===== src/rtl/p_wqe_pkg.sv =====
// -----------------------------------------------------------------------------
// p_wqe_pkg
// Shared constants for the WQE ring controller and its output buffer.
//   MEM_RD_LAT : read latency of the dual-port WQE SRAM (address -> data)
//   OB_DEPTH   : number of entries in the output buffer in front of rd_*
//   OB_CNT_W   : width of an output-buffer occupancy count (0..OB_DEPTH)
// -----------------------------------------------------------------------------
package p_wqe_pkg;

    localparam int unsigned MEM_RD_LAT = 1;
    localparam int unsigned OB_DEPTH   = 2;
    localparam int unsigned OB_CNT_W   = $clog2(OB_DEPTH + 1);

    typedef logic [OB_CNT_W-1:0] ob_cnt_t;

endpackage


===== src/rtl/p_wqe_ob.sv =====
// -----------------------------------------------------------------------------
// p_wqe_ob
// Two-entry output FIFO that sits between the SRAM read port and the consumer.
// Simultaneous push and pop leave the occupancy unchanged.
//
// Ports
//   i_clk        clock
//   i_rst        synchronous active-high reset (empties the buffer)
//   i_clr        synchronous clear, same effect as reset, overrides push/pop
//   i_push       write i_push_data into the buffer
//   i_push_data  word to store
//   i_pop        remove the head entry (ignored when empty)
//   o_vld        buffer holds at least one word
//   o_head       oldest word in the buffer
//   o_cnt        current occupancy
//   o_cnt_nxt    occupancy after this clock edge (clear applied, reset not)
// -----------------------------------------------------------------------------
module p_wqe_ob
    import p_wqe_pkg::*;
#(
    parameter int unsigned WIDTH_DATA = 8
) (
    input  logic                  i_clk,
    input  logic                  i_rst,
    input  logic                  i_clr,
    input  logic                  i_push,
    input  logic [WIDTH_DATA-1:0] i_push_data,
    input  logic                  i_pop,
    output logic                  o_vld,
    output logic [WIDTH_DATA-1:0] o_head,
    output logic [OB_CNT_W-1:0]   o_cnt,
    output logic [OB_CNT_W-1:0]   o_cnt_nxt
);

    localparam logic [OB_CNT_W-1:0] CNT_FULL = OB_CNT_W'(OB_DEPTH);

    logic [WIDTH_DATA-1:0] r_head;
    logic [WIDTH_DATA-1:0] r_tail;
    logic [OB_CNT_W-1:0]   r_cnt;
    logic [OB_CNT_W-1:0]   w_cnt_nxt;
    logic [OB_CNT_W-1:0]   w_slot;
    logic                  w_pop;
    logic                  w_push;

    assign w_pop  = i_pop && (r_cnt != '0);
    // A full buffer can still accept a word if the head leaves in the same cycle.
    assign w_push = i_push && ((r_cnt != CNT_FULL) || w_pop);
    // Slot index the pushed word lands in, after any shift caused by a pop.
    assign w_slot = r_cnt - OB_CNT_W'(w_pop);

    always_comb begin
        w_cnt_nxt = r_cnt + OB_CNT_W'(w_push) - OB_CNT_W'(w_pop);
        if (i_clr) begin
            w_cnt_nxt = '0;
        end
    end

    always_ff @(posedge i_clk) begin
        if (i_rst) begin
            r_cnt <= '0;
        end else begin
            r_cnt <= w_cnt_nxt;
        end
    end

    // Head/tail shift structure: a pop moves the tail into the head slot, a
    // push fills whichever slot is first free after that shift.
    always_ff @(posedge i_clk) begin
        if (w_push && (w_slot == '0)) begin
            r_head <= i_push_data;
        end else if (w_pop) begin
            r_head <= r_tail;
        end
        if (w_push && (w_slot == OB_CNT_W'(1))) begin
            r_tail <= i_push_data;
        end
    end

    assign o_vld     = (r_cnt != '0);
    assign o_head    = r_head;
    assign o_cnt     = r_cnt;
    assign o_cnt_nxt = w_cnt_nxt;

endmodule


===== src/rtl/p_wqe_ring_ctrl.sv =====
// -----------------------------------------------------------------------------
// p_wqe_ring_ctrl
// Ring-buffer controller for the WQE queue. Words are written into an external
// dual-port SRAM (port a) and read back through port b into a two-entry output
// buffer that drives the consumer interface. Sustains one word per cycle with
// a write-to-rd_vld latency of three cycles into an empty ring.
//
// Ports
//   clk        sole clock
//   rst        synchronous active-high reset (pointers, buffer, count cleared)
//   flush      synchronous ring clear, priority over write/read/pop
//   wr_vld     producer word valid
//   wr_data    producer word
//   wr_rdy     producer may write
//   rd_vld     consumer word valid
//   rd_data    consumer word (stable while rd_vld && !rd_rdy)
//   rd_rdy     consumer accepts
//   count      words held in total (SRAM + in flight + output buffer)
//   mem_addra  SRAM write address
//   mem_dina   SRAM write data
//   mem_wena   SRAM write enable
//   mem_addrb  SRAM read address
//   mem_renb   SRAM read enable
//   mem_doutb  SRAM read data, valid the cycle after mem_renb
// -----------------------------------------------------------------------------
module p_wqe_ring_ctrl
    import p_wqe_pkg::*;
#(
    parameter int unsigned WIDTH_ADDR = 8,
    parameter int unsigned WIDTH_DATA = 8
) (
    input  logic                  clk,
    input  logic                  rst,
    input  logic                  flush,
    input  logic                  wr_vld,
    input  logic [WIDTH_DATA-1:0] wr_data,
    output logic                  wr_rdy,
    output logic                  rd_vld,
    output logic [WIDTH_DATA-1:0] rd_data,
    input  logic                  rd_rdy,
    output logic [WIDTH_ADDR+1:0] count,
    output logic [WIDTH_ADDR-1:0] mem_addra,
    output logic [WIDTH_DATA-1:0] mem_dina,
    output logic                  mem_wena,
    output logic [WIDTH_ADDR-1:0] mem_addrb,
    output logic                  mem_renb,
    input  logic [WIDTH_DATA-1:0] mem_doutb
);

    localparam int unsigned PTR_W  = WIDTH_ADDR + 1;
    localparam int unsigned CNT_W  = WIDTH_ADDR + 2;
    localparam int unsigned LOAD_W = OB_CNT_W + 1;

    logic [PTR_W-1:0]    r_wr_ptr;
    logic [PTR_W-1:0]    r_rd_ptr;
    logic                r_inflight;
    logic [CNT_W-1:0]    r_count;

    logic [PTR_W-1:0]    w_mem_cnt;
    logic [PTR_W-1:0]    w_wr_ptr_nxt;
    logic [PTR_W-1:0]    w_rd_ptr_nxt;
    logic [PTR_W-1:0]    w_mem_cnt_nxt;
    logic [CNT_W-1:0]    w_count_nxt;
    logic                w_full;
    logic                w_clear;
    logic                w_wr_fire;
    logic                w_pop;
    logic                w_rd_issue;
    logic                w_ob_vld;
    logic [WIDTH_DATA-1:0] w_ob_head;
    logic [OB_CNT_W-1:0] w_ob_cnt;
    logic [OB_CNT_W-1:0] w_ob_cnt_nxt;
    logic [LOAD_W-1:0]   w_ob_load;

    assign w_clear   = rst || flush;

    // Occupancy from registered pointers only, so a read can never target the
    // slot being written in the same cycle.
    assign w_mem_cnt = r_wr_ptr - r_rd_ptr;
    // mem_cnt never exceeds 2^WIDTH_ADDR, so its MSB alone marks "full".
    assign w_full    = w_mem_cnt[WIDTH_ADDR];

    // Producer side
    assign wr_rdy    = !w_full && !w_clear;
    assign w_wr_fire = wr_vld && wr_rdy;
    assign mem_wena  = w_wr_fire;
    assign mem_addra = r_wr_ptr[WIDTH_ADDR-1:0];
    assign mem_dina  = wr_data;

    // Consumer side
    assign rd_vld  = w_ob_vld && !rst;
    assign rd_data = w_ob_head;
    assign w_pop   = rd_vld && rd_rdy;

    // Buffer slots already spoken for after this cycle's pop; a new read is
    // only issued when its word is guaranteed a free slot on arrival.
    assign w_ob_load  = LOAD_W'(w_ob_cnt) + LOAD_W'(r_inflight) - LOAD_W'(w_pop);
    assign w_rd_issue = (w_mem_cnt != '0) && !w_clear &&
                        (w_ob_load < LOAD_W'(OB_DEPTH));
    assign mem_renb   = w_rd_issue;
    assign mem_addrb  = r_rd_ptr[WIDTH_ADDR-1:0];

    always_comb begin
        w_wr_ptr_nxt = r_wr_ptr + PTR_W'(w_wr_fire);
        w_rd_ptr_nxt = r_rd_ptr + PTR_W'(w_rd_issue);
        if (flush) begin
            w_wr_ptr_nxt = '0;
            w_rd_ptr_nxt = '0;
        end
    end

    // Difference taken at pointer width first so it wraps modulo 2^PTR_W.
    assign w_mem_cnt_nxt = w_wr_ptr_nxt - w_rd_ptr_nxt;
    assign w_count_nxt   = CNT_W'(w_mem_cnt_nxt) + CNT_W'(w_rd_issue) +
                           CNT_W'(w_ob_cnt_nxt);

    always_ff @(posedge clk) begin
        if (rst) begin
            r_wr_ptr   <= '0;
            r_rd_ptr   <= '0;
            r_inflight <= 1'b0;
            r_count    <= '0;
        end else begin
            r_wr_ptr   <= w_wr_ptr_nxt;
            r_rd_ptr   <= w_rd_ptr_nxt;
            r_inflight <= w_rd_issue;
            r_count    <= w_count_nxt;
        end
    end

    assign count = r_count;

    // The in-flight SRAM word lands in the buffer one cycle after issue; a
    // flush in that cycle clears the buffer and so drops the word.
    p_wqe_ob #(
        .WIDTH_DATA (WIDTH_DATA)
    ) u_ob (
        .i_clk       (clk),
        .i_rst       (rst),
        .i_clr       (flush),
        .i_push      (r_inflight),
        .i_push_data (mem_doutb),
        .i_pop       (w_pop),
        .o_vld       (w_ob_vld),
        .o_head      (w_ob_head),
        .o_cnt       (w_ob_cnt),
        .o_cnt_nxt   (w_ob_cnt_nxt)
    );

endmodule


===== config.mk =====
export PLATFORM = sky130hd
export DESIGN_NAME = p_wqe_ring_ctrl
export DESIGN_NICKNAME = d
export VERILOG_FILES = /design/src/rtl/p_wqe_pkg.sv /design/src/rtl/p_wqe_ob.sv /design/src/rtl/p_wqe_ring_ctrl.sv
export SDC_FILE = /design/constraint.sdc
export NUM_CORES = 1
export LEC_CHECK = 0
export ABC_AREA = 1
export CAP_MARGIN = 20
export CORE_MARGIN = 1
export CORE_UTILIZATION = 52
export DETAILED_ROUTE_END_ITERATION = 10
export DONT_BUFFER_PORTS = 1
export PLACE_DENSITY = 0.7
export SLEW_MARGIN = 5
export SYNTH_ARGS = -nofsm -noshare
export SYNTH_HDL_FRONTEND = slang
export SYNTH_SLANG_ARGS = --single-unit
export TNS_END_PERCENT = 50

===== constraint.sdc =====
create_clock -name clk -period 4.35 [get_ports clk]
set_clock_uncertainty 0.2 [all_clocks]
set_input_delay 0.435 -clock clk [delete_from_list [all_inputs] [get_ports clk]]
set_output_delay 0.435 -clock clk [all_outputs]
set_load 0.02 [all_outputs]

==> results.toml <==
[power_and_ir_drop]
cellLeakagePower_uw = 0.00178
p_sw_uw = 223
power_frac_seq_pct = 56.6
combPwrFrac_pct = 10.4
clock_power_share_pct = 33.0
intPower_uw = 611
ir_drop_mv = 0.160
power_density_nw_per_um2 = 217
p_sw_share_pct = 26.7

[placed_design]
place.gp.congestion = 0.879
place_ws_ns = -0.0949
portBuffers = 0
dpl.hpwl_um = 5220
dp.cells = 505

[critical_path]
startpoint = "r_wr_ptr[0]"
criticalPathCategory = "flop to flop"
r2r_start = "r_wr_ptr[0]"
path_buf_inv = 5
startpoint_type = "flop"
path_delay_family = "adder cells"
arrival_ns = 4.16
required_ns = 4.36
endpoint_kind = "flop"
critPathSlowestCell = "fa_2"
slowest_delay_ns = 0.55
crit_fanout = 3
reg2reg_slack_ns = 0.20

[logic_synthesis]
netlist_instances = 435
synth_ff_type = "dfxtp_1"
synth_compound_area_share_pct = 8.57
syn-cell-area_um2 = 3280
synth.distinct_cells = 37
syn_nets = 487
synthAdderAreaFrac_pct = 13.0
synth_edf_count = 16
seq_area_frac_synth_pct = 33.5
yosys.area.top_type = "dfxtp_1"
synth_xor_area_share_pct = 2.67
synth_top_family_by_area = "simple AND/OR/NAND/NOR gates"
synthDominantCellAreaShare_pct = 18.9
synth-simple-area-share_pct = 27.3
syn_avg_cell_area_um2 = 7.55
yosysWarnings = 0
synthArstFlopShare_pct = 0
ys_ff_latch = 47
muxShareOfSynthArea_pct = 0
synthTopCellsByArea = "dfxtp_1 19%, edfxtp_1 15%, nand2_1 11%, ha_1 9.9%, inv_1 7.9%"

[global_routing]
top_usage_layer = "met2"
grt_first_pass_wirelength_um = 11400
antenna_found_initial = 0
use_met1_pct = 29.3
use_met2_pct = 37.8
grt_max_degree = 18
grt_usage_pct = 22.4
overflow = 0
grt_use_met3_pct = 3.78
grt_pass1_vias = 2505

[drt]
wl_per_cell_um = 13.6
routed_wl_um = 7290
vias_per_cell = 5.07
drtIter0Drc = 126
ant_nets = 0
first_pass_iters = 4
vias = 2715
drcViolationCount = 0

[hold_path]
worstHoldStart = "flush"
min_path_type = "input port to flop"

[finish]
drive_gt1_share_pct = 25.9
num-nets-final = 511
antenna_cells = 0
final_common_cell = "nand2_1"
final_cell_mix = "80 x nand2_1, 64 x inv_1, 40 x nor2_1"
layout.cells.non_filler = 535
fin_util_pct = 64.1
area_growth_pct = 16.8

[floorplan]
die_x_um = 81.5
start_util_pct = 54.8
dieArea_um2 = 6640
row_count = 28
io_pins = 67
die_h_um = 81.5
coreArea_um2 = 5990

[cts]
cts-root-buf = "clkbuf_8"
clock_latency_ns = 0.31
cts_buffers = 5
ctsHtreeMaxLevel = 2
cts_buffer_depth = 2
cts_tree = "built"
cts.sinks = 47
path_clk_slew_ns = 0.09

[sta]
setup-violations-final = 0
worstMarginPinSlew_ns = 0.751
slew_violations = 0
fmax_mhz = 241
fin_setup_tns_ns = 0
setup_ws_ns = 0.205
hold_ws_ns = 0.0114
finalHoldViolCount = 0
fin_crit_ns = 4.15
slew_headroom_pct = 49.6
rsz0062_at_grt = "true"
finalCritPeriodShare_pct = 95.3

[run_status]
outcome = "complete, no violations"

[flow_run]
drv_cap = 0
sequential cells by signal, summed over array words and instances (netlist names):
| name | cells |
|---|---|
| r_wr_ptr | 9 |
| u_ob.o_cnt | 2 |
| u_ob.o_head | 8 |
| r_inflight | 1 |
| count | 10 |
| r_rd_ptr | 9 |
| u_ob.r_tail | 8 |
layer usage:
layer | up-vias | share of wire (%)
met5 | - | 0
met4 | 0 | 1.2
li1 | 1410 | -
met3 | 7 | 4.4
met1 | 1245 | 45
met2 | 53 | 49
repair_timing:
action                                 in CTS  in global routing
buffers inserted                            1                 12
endpoints found under the hold margin      15                  4
resized for setup                           7                 52
pin swaps                                   4                 25
hold buffers                                4                  4
setup endpoints to repair                   4                  8
cell usage after synthesis (2+ instances only):
cell type and count:
a21oi_1 24, and2_1 3, buf_4 24, buf_6 2
clkbuf_1 2, dfxtp_1 31, edfxtp_1 16, fa_1 5
ha_1 26, inv_1 69, nand2_1 92, nand2_2 2
nand3_1 22, nand3_2 3, nand3b_1 3, nand4_1 3
nor2_1 47, nor2_2 5, nor3_1 10, nor4_1 5
o21a_1 2, o21ai_0 9, o21ai_2 8, xnor2_1 7
xor2_1 3
cells by family (layout without fill, tap and decap cells):
family,count (synthesis),count (layout)
simple gates,199,199
flops,47,47
buf+inv,102,127
compound gates,46,46
xor+xnor,10,10
fa+ha+maj,31,31
worst paths after layout:
check / end / cells after the start
hold / removal: r_wr_ptr[3] / 1
setup reg to reg: count[8] / 28
hold reg to reg: u_ob.o_head[1] / 2
setup / recovery: count[8] / 28
stage by stage:
step           power [uW]  instance area [um2]
4_1_cts               824                 3510
3_5_place_dp          546                 3350
3_3_place_gp          544                 3350
5_1_grt               871                 3840
6_report              834                 3840
2_1_floorplan         546                 3290
cell type report:
class | count | area [um2]
clock inverter | 3 | 23.8
multi-input combinational | 286 | 1900
clock buffer | 5 | 68.8
sequential | 47 | 1100
timing repair buffer | 47 | 370
fill | 509 | 2150
inverter | 72 | 275
tap | 75 | 93.8
power groups by stage:
stage	Clock, uW	Combinational (uW)	Sequential, uW
2_1_floorplan	0	65.2	481
3_3_place_gp	0	61.5	482
3_5_place_dp	0	63.4	482
4_1_cts	281	71.1	472
5_1_grt	300	97.8	473
6_report	276	86.7	472
(Power assumes the default switching activity.)
